File: config.mk
export PLATFORM = sky130hd
export DESIGN_NAME = vram_arbiter
export DESIGN_NICKNAME = d
export VERILOG_FILES = /design/src/rtl/vram_pkg.sv /design/src/rtl/vram_arbiter.sv
export SDC_FILE = /design/constraint.sdc
export NUM_CORES = 1
export LEC_CHECK = 0
export ABC_AREA = 1
export BUFFER_PORTS_ARGS = -buffer_cell sky130_fd_sc_hd__buf_4
export CAP_MARGIN = 20
export CORE_ASPECT_RATIO = 2
export CORE_MARGIN = 5
export CORE_UTILIZATION = 35
export CTS_BUF_LIST = sky130_fd_sc_hd__clkbuf_8 sky130_fd_sc_hd__clkbuf_16
export DETAILED_ROUTE_END_ITERATION = 12
export GPL_TIMING_DRIVEN = 0
export PLACE_DENSITY = 0.69
export SLEW_MARGIN = 10
export SYNTH_ARGS = -nofsm -noshare
export SYNTH_HDL_FRONTEND = slang
export SYNTH_SLANG_ARGS = --single-unit
File: constraint.sdc
create_clock -name clk_i -period 2.95 [get_ports clk_i]
set_input_delay 0.1475 -clock clk_i [delete_from_list [all_inputs] [get_ports clk_i]]
set_output_delay 0.1475 -clock clk_i [all_outputs]
set_load 0.01 [all_outputs]
File: src/rtl/vram_pkg.sv
// Shared types and constants for the video RAM arbiter and the CPU address decoder.
package vram_pkg;

    localparam int unsigned VRAM_ADDR_W = 16;
    localparam int unsigned VRAM_DATA_W = 32;

    // Byte base of the VRAM window in the CPU memory map.
    localparam logic [31:0] VRAM_BASE = 32'h0010_0000;

    typedef enum logic [1:0] {
        OWN_NONE = 2'd0,
        OWN_CPU  = 2'd1,
        OWN_VGA  = 2'd2
    } owner_t;

endpackage

File: src/rtl/vram_arbiter.sv
// Single-port VRAM arbiter: VGA fetch has priority, the CPU gets a bounded wait.
// One access per cycle; read data returns one cycle later to the owning requester.
module vram_arbiter
    import vram_pkg::*;
#(
    parameter int unsigned ADDR_W   = VRAM_ADDR_W,
    parameter int unsigned DATA_W   = VRAM_DATA_W,
    parameter int unsigned MAX_WAIT = 4
) (
    input  logic              clk_i,
    input  logic              rst_ni,

    input  logic              cpu_req_i,
    input  logic              cpu_we_i,
    input  logic [ADDR_W-1:0] cpu_addr_i,
    input  logic [DATA_W-1:0] cpu_wdata_i,
    output logic [DATA_W-1:0] cpu_rdata_o,
    output logic              cpu_ack_o,

    input  logic              vga_req_i,
    input  logic [ADDR_W-1:0] vga_addr_i,
    output logic              vga_gnt_o,
    output logic [DATA_W-1:0] vga_rdata_o,
    output logic              vga_valid_o,

    output logic              mem_en_o,
    output logic              mem_we_o,
    output logic [ADDR_W-1:0] mem_addr_o,
    output logic [DATA_W-1:0] mem_wdata_o,
    input  logic [DATA_W-1:0] mem_rdata_i
);

    localparam logic [3:0] MaxWaitC = 4'(MAX_WAIT);

    owner_t            owner_q, owner_d;
    logic              cpu_rd_q, cpu_rd_d;
    logic              cpu_busy_q, cpu_busy_d;
    logic [3:0]        starve_cnt_q, starve_cnt_d;
    logic [DATA_W-1:0] cpu_rdata_q, cpu_rdata_d;
    logic [DATA_W-1:0] vga_rdata_q, vga_rdata_d;

    logic cpu_eligible;
    logic cpu_force;
    logic vga_grant;
    logic cpu_grant;

    always_comb begin
        cpu_eligible = cpu_req_i & ~cpu_busy_q;
        cpu_force    = cpu_eligible & (starve_cnt_q == MaxWaitC);
        vga_grant    = vga_req_i & ~cpu_force;
        cpu_grant    = ~vga_grant & cpu_eligible;
    end

    always_comb begin
        mem_en_o    = vga_grant | cpu_grant;
        mem_we_o    = cpu_grant & cpu_we_i;
        mem_addr_o  = '0;
        mem_wdata_o = '0;
        if (vga_grant) begin
            mem_addr_o = vga_addr_i;
        end else if (cpu_grant) begin
            mem_addr_o  = cpu_addr_i;
            mem_wdata_o = cpu_wdata_i;
        end
        vga_gnt_o = vga_grant;
    end

    // Return path: owner of the previous cycle's access claims mem_rdata_i.
    always_comb begin
        cpu_ack_o   = (owner_q == OWN_CPU);
        vga_valid_o = (owner_q == OWN_VGA);

        cpu_rdata_d = cpu_rdata_q;
        if (cpu_ack_o && cpu_rd_q) begin
            cpu_rdata_d = mem_rdata_i;
        end
        vga_rdata_d = vga_rdata_q;
        if (vga_valid_o) begin
            vga_rdata_d = mem_rdata_i;
        end
        cpu_rdata_o = cpu_rdata_d;
        vga_rdata_o = vga_rdata_d;
    end

    always_comb begin
        owner_d      = OWN_NONE;
        cpu_rd_d     = cpu_grant & ~cpu_we_i;
        cpu_busy_d   = cpu_busy_q;
        starve_cnt_d = starve_cnt_q;

        if (vga_grant) begin
            owner_d = OWN_VGA;
        end else if (cpu_grant) begin
            owner_d = OWN_CPU;
        end

        if (cpu_grant) begin
            cpu_busy_d = 1'b1;
        end else if (cpu_ack_o) begin
            cpu_busy_d = 1'b0;
        end

        if (!cpu_req_i || cpu_grant) begin
            starve_cnt_d = '0;
        end else if (cpu_eligible && (starve_cnt_q < MaxWaitC)) begin
            starve_cnt_d = starve_cnt_q + 4'd1;
        end
    end

    always_ff @(posedge clk_i or negedge rst_ni) begin
        if (!rst_ni) begin
            owner_q      <= OWN_NONE;
            cpu_rd_q     <= 1'b0;
            cpu_busy_q   <= 1'b0;
            starve_cnt_q <= '0;
            cpu_rdata_q  <= '0;
            vga_rdata_q  <= '0;
        end else begin
            owner_q      <= owner_d;
            cpu_rd_q     <= cpu_rd_d;
            cpu_busy_q   <= cpu_busy_d;
            starve_cnt_q <= starve_cnt_d;
            cpu_rdata_q  <= cpu_rdata_d;
            vga_rdata_q  <= vga_rdata_d;
        end
    end

endmodule

==> results of run 1 <==
-- path summary, 6_finish.rpt --
kind / to / slack [ns] / cells past startpoint
setup / recovery: cpu_rdata_o[27] / 0.85 / 5
hold reg to reg: cpu_rdata_q[9] / 0.50 / 2
max in group asynchronous: vga_rdata_q[19] / 1.88 / 2
min in group asynchronous: vga_rdata_q[9] / 0.49 / 2
hold / removal: cpu_rd_q / 0.05 / 4
setup reg to reg: cpu_rdata_q[27] / 1.39 / 4
-- synthesized netlist by cell type (2+ instances only) --
cell type  count
nand2_1      129
inv_1         78
dfrtp_1       72
o21ai_0       65
nand3_1       17
nand2_2       12
buf_2          9
buf_6          6
clkbuf_1       6
nor2_1         5
ha_1           2
nor2_2         2
-- repair_timing --
item	in CTS	in global routing
buffers inserted	0	0
hold buffers	1	0
endpoints found under the hold margin	72	0
-- metrics by stage --
| stage | std cells | hold slack [ns] |
|---|---|---|
| floorplan | 409 | -0.148 |
| global placement | 730 | 0.310 |
| detailed placement | 730 | 0.330 |
| CTS | 747 | 0.0327 |
| global route | 747 | 0.0563 |
| finish | 747 | 0.0465 |
-- power by group through the flow --
stage / clock (mW) / sequential [mW] / combinational, mW
finish: 1.23 / 1.04 / 0.331
global route: 1.30 / 1.04 / 0.366
CTS: 1.26 / 1.04 / 0.337
detailed placement: 0 / 1.06 / 0.335
global placement: 0 / 1.05 / 0.329
floorplan: 0 / 1.05 / 0.101
-- worst max-delay path: cells and delay by family, from the launching register on --
kind | cells | cell delay (ns)
buffers and inverters | 2 | 0.48
AO/OA/AOI/OAI | 1 | 0.39
flip-flops | 1 | 0.38
AND/OR/NAND/NOR | 2 | 0.38
-- cell type report --
cell class	instances	area [um2]
Clock buffer	9	225
Timing Repair Buffer	218	1640
Fill cell	876	3900
Multi-Input combinational cell	238	1080
Tap cell	104	130
Inverter	78	293
Buffer	21	135
Clock inverter	7	119
Sequential cell	72	1800
-- kinds of logic (layout without fill, tap and decap cells) --
family                   Yosys count  in the layout  synth area share, %
AND/OR/NAND/NOR                  166            166                 20.7
AO/OA/AOI/OAI                     69             69                 10.9
buffers and inverters             99            333                 12.9
adder cells (fa/ha/maj)            2              2                0.756
XOR/XNOR                           1              1                0.265
flip-flops                        72             72                 54.4
-- registers in the layout, summed over array words and instances (netlist names) --
signal,flops
starve_cnt_q,4
vga_rdata_q,32
cpu_rdata_q,32
owner_q,2
cpu_rd_q,1
cpu_busy_q,1
-- routing by layer --
metal	wire (um)	GRT usage, %	vias up
li1	-	-	1693
met1	3770	18.9	1595
met2	6040	36.0	181
met5	0	0	-
met3	1040	6.65	25
met4	338	8.76	0
==> results.sh, run 1 <==
export IMPL_max_freq_mhz=476
export IMPL_worstPathMaxFanout=10
export IMPL_core_mm2=0.00932
export IMPL_slew_headroom_pct=40.3
export IMPL_synth_cell_type_count=18
export IMPL_die_area_mm2=0.0116
export IMPL_r2r_start="owner_q[1]"
export IMPL_synth_top_cells_by_area="dfrtp_1 54%, nand2_1 15%, o21ai_0 9.8%"
export IMPL_port_buffers=217
export IMPL_power_switching_mw=0.575
export IMPL_fin_util_pct=58.2
export IMPL_layout_common_cells="217 x buf_4, 129 x nand2_1, 78 x inv_1"
export IMPL_cpPeakStageDelay_ns=0.39
export IMPL_cts_resized=0
export IMPL_peakVddDrop_mv=0.287
export IMPL_cp_end_kind="output port"
export IMPL_diodes=0
export IMPL_finalCriticalPeriod_ns=2.10
export IMPL_avgRoutedWirePerCell_um=15.0
export IMPL_place_ws_ns=1.20
export IMPL_grt_max_degree=73
export IMPL_clk_pin_slew_ns=0.05
export IMPL_sw_frac_of_total_pct=22.1
export IMPL_async_flop_share_pct=100
export IMPL_place_hpwl_mm=9.15
export IMPL_die_w_um=78.8
export IMPL_drtIter0Drc=77
export IMPL_synth_area_mm2=0.00331
export IMPL_drc_errors=0
export IMPL_cts_sinks=72
export IMPL_pwr_share_seq_pct=39.9
export IMPL_critPathRequiredTime_ns=2.80
export IMPL_cp_startpoint="owner_q[1]"
export IMPL_avgSynthCellArea_um2=8.09
export IMPL_synth_main_ff_cell="dfrtp_1"
export IMPL_yosys_warnings=0
export IMPL_ios=218
export IMPL_num_vias=3494
export IMPL_grt_pass1_vias=3793
export IMPL_viasPerCell=4.68
export IMPL_drtAntennaViolNets=0
export IMPL_numCtsBuffers=9
export IMPL_final_common_cell="buf_4"
export IMPL_cts_htree_levels=3
export IMPL_p_leak_nw=3.22
export IMPL_yosysTopAreaCell="dfrtp_1"
export IMPL_syn_nets=512
export IMPL_ys_seq_area_share_pct=54.4
export IMPL_grt_ovfl_total=0
export IMPL_grtUsageTotal_pct=19.5
export IMPL_comb_power_share_pct=12.7
export IMPL_synth_edf_count=0
export IMPL_min_path_type="input port to flop"
export IMPL_area_growth_pct=63.8
export IMPL_maxSlewViolCount=0
export IMPL_start_util_pct=35.5
export IMPL_antenna_found_initial=0
export IMPL_gp_congestion=0.768
export IMPL_clockPowerShare_pct=47.3
export IMPL_drv_cap=0
export IMPL_routed_wl_mm=11.2
export IMPL_power_internal_mw=2.03
export IMPL_final_area_mm2=0.00542
export IMPL_finalWorstSetupSlack_ns=0.851
export IMPL_fin_skew_ns=0.00552
export IMPL_hp_start="cpu_we_i"
export IMPL_drt_pass1_iterations=4
export IMPL_drive_above_1_share_pct=41.1
export IMPL_cts_tree="yes"
export IMPL_rsz0062_at_grt="false"
export IMPL_total_power_mw=2.60
export IMPL_placed_cell_area_mm2=0.00507
export IMPL_tightest_slew_ns=0.896
export IMPL_criticalPathCategory="flop to output port"
export IMPL_status="complete, no violations"
export IMPL_setup_viol=0
export IMPL_die_h_um=148
export IMPL_cp_start_kind="flop"
export IMPL_hold_viol_final=0
export IMPL_synth_cells=409
export IMPL_nets=741
export IMPL_grt_pass1_wl_mm=17.7
export IMPL_synth_top_cell_area_share_pct=54.4
export IMPL_power_density_mw_per_mm2=480
export IMPL_worstPathArrival_ns=1.95
export IMPL_std_cell_rows=50
export IMPL_ys_ff_latch=72
export IMPL_worstPathCellList="nor2_2 > nand2_2 > clkbuf_1 > o21ai_0 > buf_4"
export IMPL_clk_latency_ns=0.33
export IMPL_finalCritPeriodShare_pct=71.2
export IMPL_clk_path_buf_depth=2
export IMPL_fin_tns_setup_ns=0
export IMPL_cts_root_buf="clkbuf_16"
export IMPL_cpMaxStageDelayCell="o21ai_0"
(Power assumes the default switching activity.)
==> run 2, diff against run 1 <==
==> constraint.sdc (replaced) <==
create_clock -name clk_i -period 2.05 [get_ports clk_i]
set_input_delay 0.1025 -clock clk_i [delete_from_list [all_inputs] [get_ports clk_i]]
set_output_delay 0.1025 -clock clk_i [all_outputs]
set_load 0.01 [all_outputs]
==> run 2 against run 1 <==
  * Largest cell class is now non-clock buffers
  * Critical path type unchanged
  * Sequential share of layout area fell by 0.39 points
  * Global-route usage barely moved
  * Cell count up 0.67%
  * Cell area grew 1.2%
  * Combinational power increased by 45%
  * Register-to-register slack worse by 0.84 ns
  * Die area unchanged
  * Power increased by 44%
  * Via count grew 0.86%
  * Utilization up 0.68 points
  * First-iteration DRC count grew 1.3%
  * Non-clock buffer count is 5 higher
==> results.sh, run 2 (synthesis results as in run 1) <==
export IMPL_status="complete, no violations"
export IMPL_numCtsBuffers=9
export IMPL_clk_latency_ns=0.33
export IMPL_ios=218
export IMPL_total_power_mw=3.75
export IMPL_tightest_slew_ns=0.900
export IMPL_grt_max_degree=73
export IMPL_place_hpwl_mm=9.15
export IMPL_grt_pass1_wl_mm=17.7
export IMPL_finalCritPeriodShare_pct=96.4
export IMPL_cp_end_kind="output port"
export IMPL_worstPathMaxFanout=10
export IMPL_clk_path_buf_depth=2
export IMPL_multi_input_area_mm2=0.00110
export IMPL_max_freq_mhz=506
export IMPL_fillers=864
export IMPL_min_path_type="input port to flop"
export IMPL_gp_congestion=0.768
export IMPL_area_growth_pct=65.8
export IMPL_hold_viol_final=0
export IMPL_drive_above_1_share_pct=41.8
export IMPL_seq_area_mm2=0.00180
export IMPL_std_cell_rows=50
export IMPL_peakVddDrop_mv=0.412
export IMPL_maxSlewViolCount=0
export IMPL_routed_wl_mm=11.4
export IMPL_clk_pin_slew_ns=0.05
export IMPL_rsz0062_at_grt="true"
export IMPL_cts_htree_levels=3
export IMPL_worstPathArrival_ns=1.87
export IMPL_cp_start_kind="flop"
export IMPL_die_area_mm2=0.0116
export IMPL_p_leak_nw=3.26
export IMPL_num_vias=3524
export IMPL_cts_root_buf="clkbuf_16"
export IMPL_fin_util_pct=58.9
export IMPL_finalCriticalPeriod_ns=1.98
export IMPL_nets=746
export IMPL_criticalPathCategory="flop to output port"
export IMPL_setup_viol=0
export IMPL_layout_common_cells="221 x buf_4, 128 x nand2_1, 78 x inv_1"
export IMPL_slew_headroom_pct=40.0
export IMPL_critPathRequiredTime_ns=1.95
export IMPL_viasPerCell=4.69
export IMPL_cts_sinks=72
export IMPL_grt_ovfl_total=0
export IMPL_avgRoutedWirePerCell_um=15.2
export IMPL_final_common_cell="buf_4"
export IMPL_power_density_mw_per_mm2=683
export IMPL_drtAntennaViolNets=0
export IMPL_die_h_um=148
export IMPL_drc_errors=0
export IMPL_grt_pass1_vias=3798
export IMPL_fin_skew_ns=0.00531
export IMPL_die_w_um=78.8
export IMPL_port_buffers=217
export IMPL_antenna_found_initial=0
export IMPL_diodes=0
export IMPL_drv_cap=0
export IMPL_cts_tree="yes"
export IMPL_grtUsageTotal_pct=19.5
export IMPL_reg_largest_list="cpu_rdata_q (32), vga_rdata_q (32), starve_cnt_q (4)"
export IMPL_drt_pass1_iterations=4
export IMPL_whs_ns=0.0601
export IMPL_start_util_pct=35.5
export IMPL_core_mm2=0.00932
export IMPL_drtIter0Drc=78
[run 2: cell count changes in the layout (fill, tap and decap cells not counted), sizes merged]
cell / delta
buf: +5
clkbuf: -1
dlygate4sd3: +1
[run 2: final cells by class]
| type | count | area share, % |
|---|---|---|
| inverter | 78 | 5.34 |
| clock inverter | 7 | 2.17 |
| multi-input combinational | 238 | 20.1 |
| timing repair buffer | 223 | 30.6 |
| clock buffer | 9 | 4.10 |
| tap | 104 | 2.37 |
| sequential | 72 | 32.8 |
| buffer | 21 | 2.49 |
[run 2: through the flow]
step,instance area [um2],setup slack [ns],TNS [ns],instances
finish,5490,0.0738,0,752
global route,5490,-0.0741,-0.893,752
CTS,5430,-0.00248,-0.00302,748
detailed placement,5070,0.344,0,730
global placement,5070,0.362,0,730
floorplan,3310,0.691,0,409
[run 2: final timing paths]
| kind | start | endpoint | slack [ns] | cells after the start |
|---|---|---|---|---|
| setup reg to reg | owner_q[0] | cpu_rdata_q[21] | 0.55 | 5 |
| setup / recovery | owner_q[1] | cpu_rdata_o[15] | 0.07 | 5 |
| max in group asynchronous | rst_ni | vga_rdata_q[19] | 1.02 | 2 |
| hold / removal | cpu_req_i | starve_cnt_q[3] | 0.06 | 3 |
| min in group asynchronous | rst_ni | vga_rdata_q[9] | 0.44 | 2 |
| hold reg to reg | cpu_rdata_q[17] | cpu_rdata_q[17] | 0.50 | 2 |
[run 2: report_power, final]
part	total, mW	internal, mW	leakage (nW)	switching (mW)
Clock	1.77	1.19	0.162	0.585
Sequential	1.50	1.48	0.773	0.0163
Combinational	0.480	0.251	2.32	0.229
[run 2: what timing repair did]
item                       CTS  global route
setup endpoints to repair    2            43
gates cloned                 0             2
pin swaps                    0             2
buffers inserted             0             2
resized for setup            2            25
hold endpoints to repair    73             0
hold buffers                 2             0
[run 2: metal layers]
metal	GRT usage, %	wire [um]	up-vias
met5	0	0	-
met4	8.76	320	0
met3	6.71	1060	24
met2	36.1	6240	186
met1	18.9	3810	1611
li1	-	-	1703
[run 2: critical path, stage by stage, from the launching register on]
cell and delay, ns:
dfrtp_1 0.38, nor2_2 0.20, nand2_2 0.18, clkbuf_1 0.28
o21ai_0 0.32, buf_4 0.18
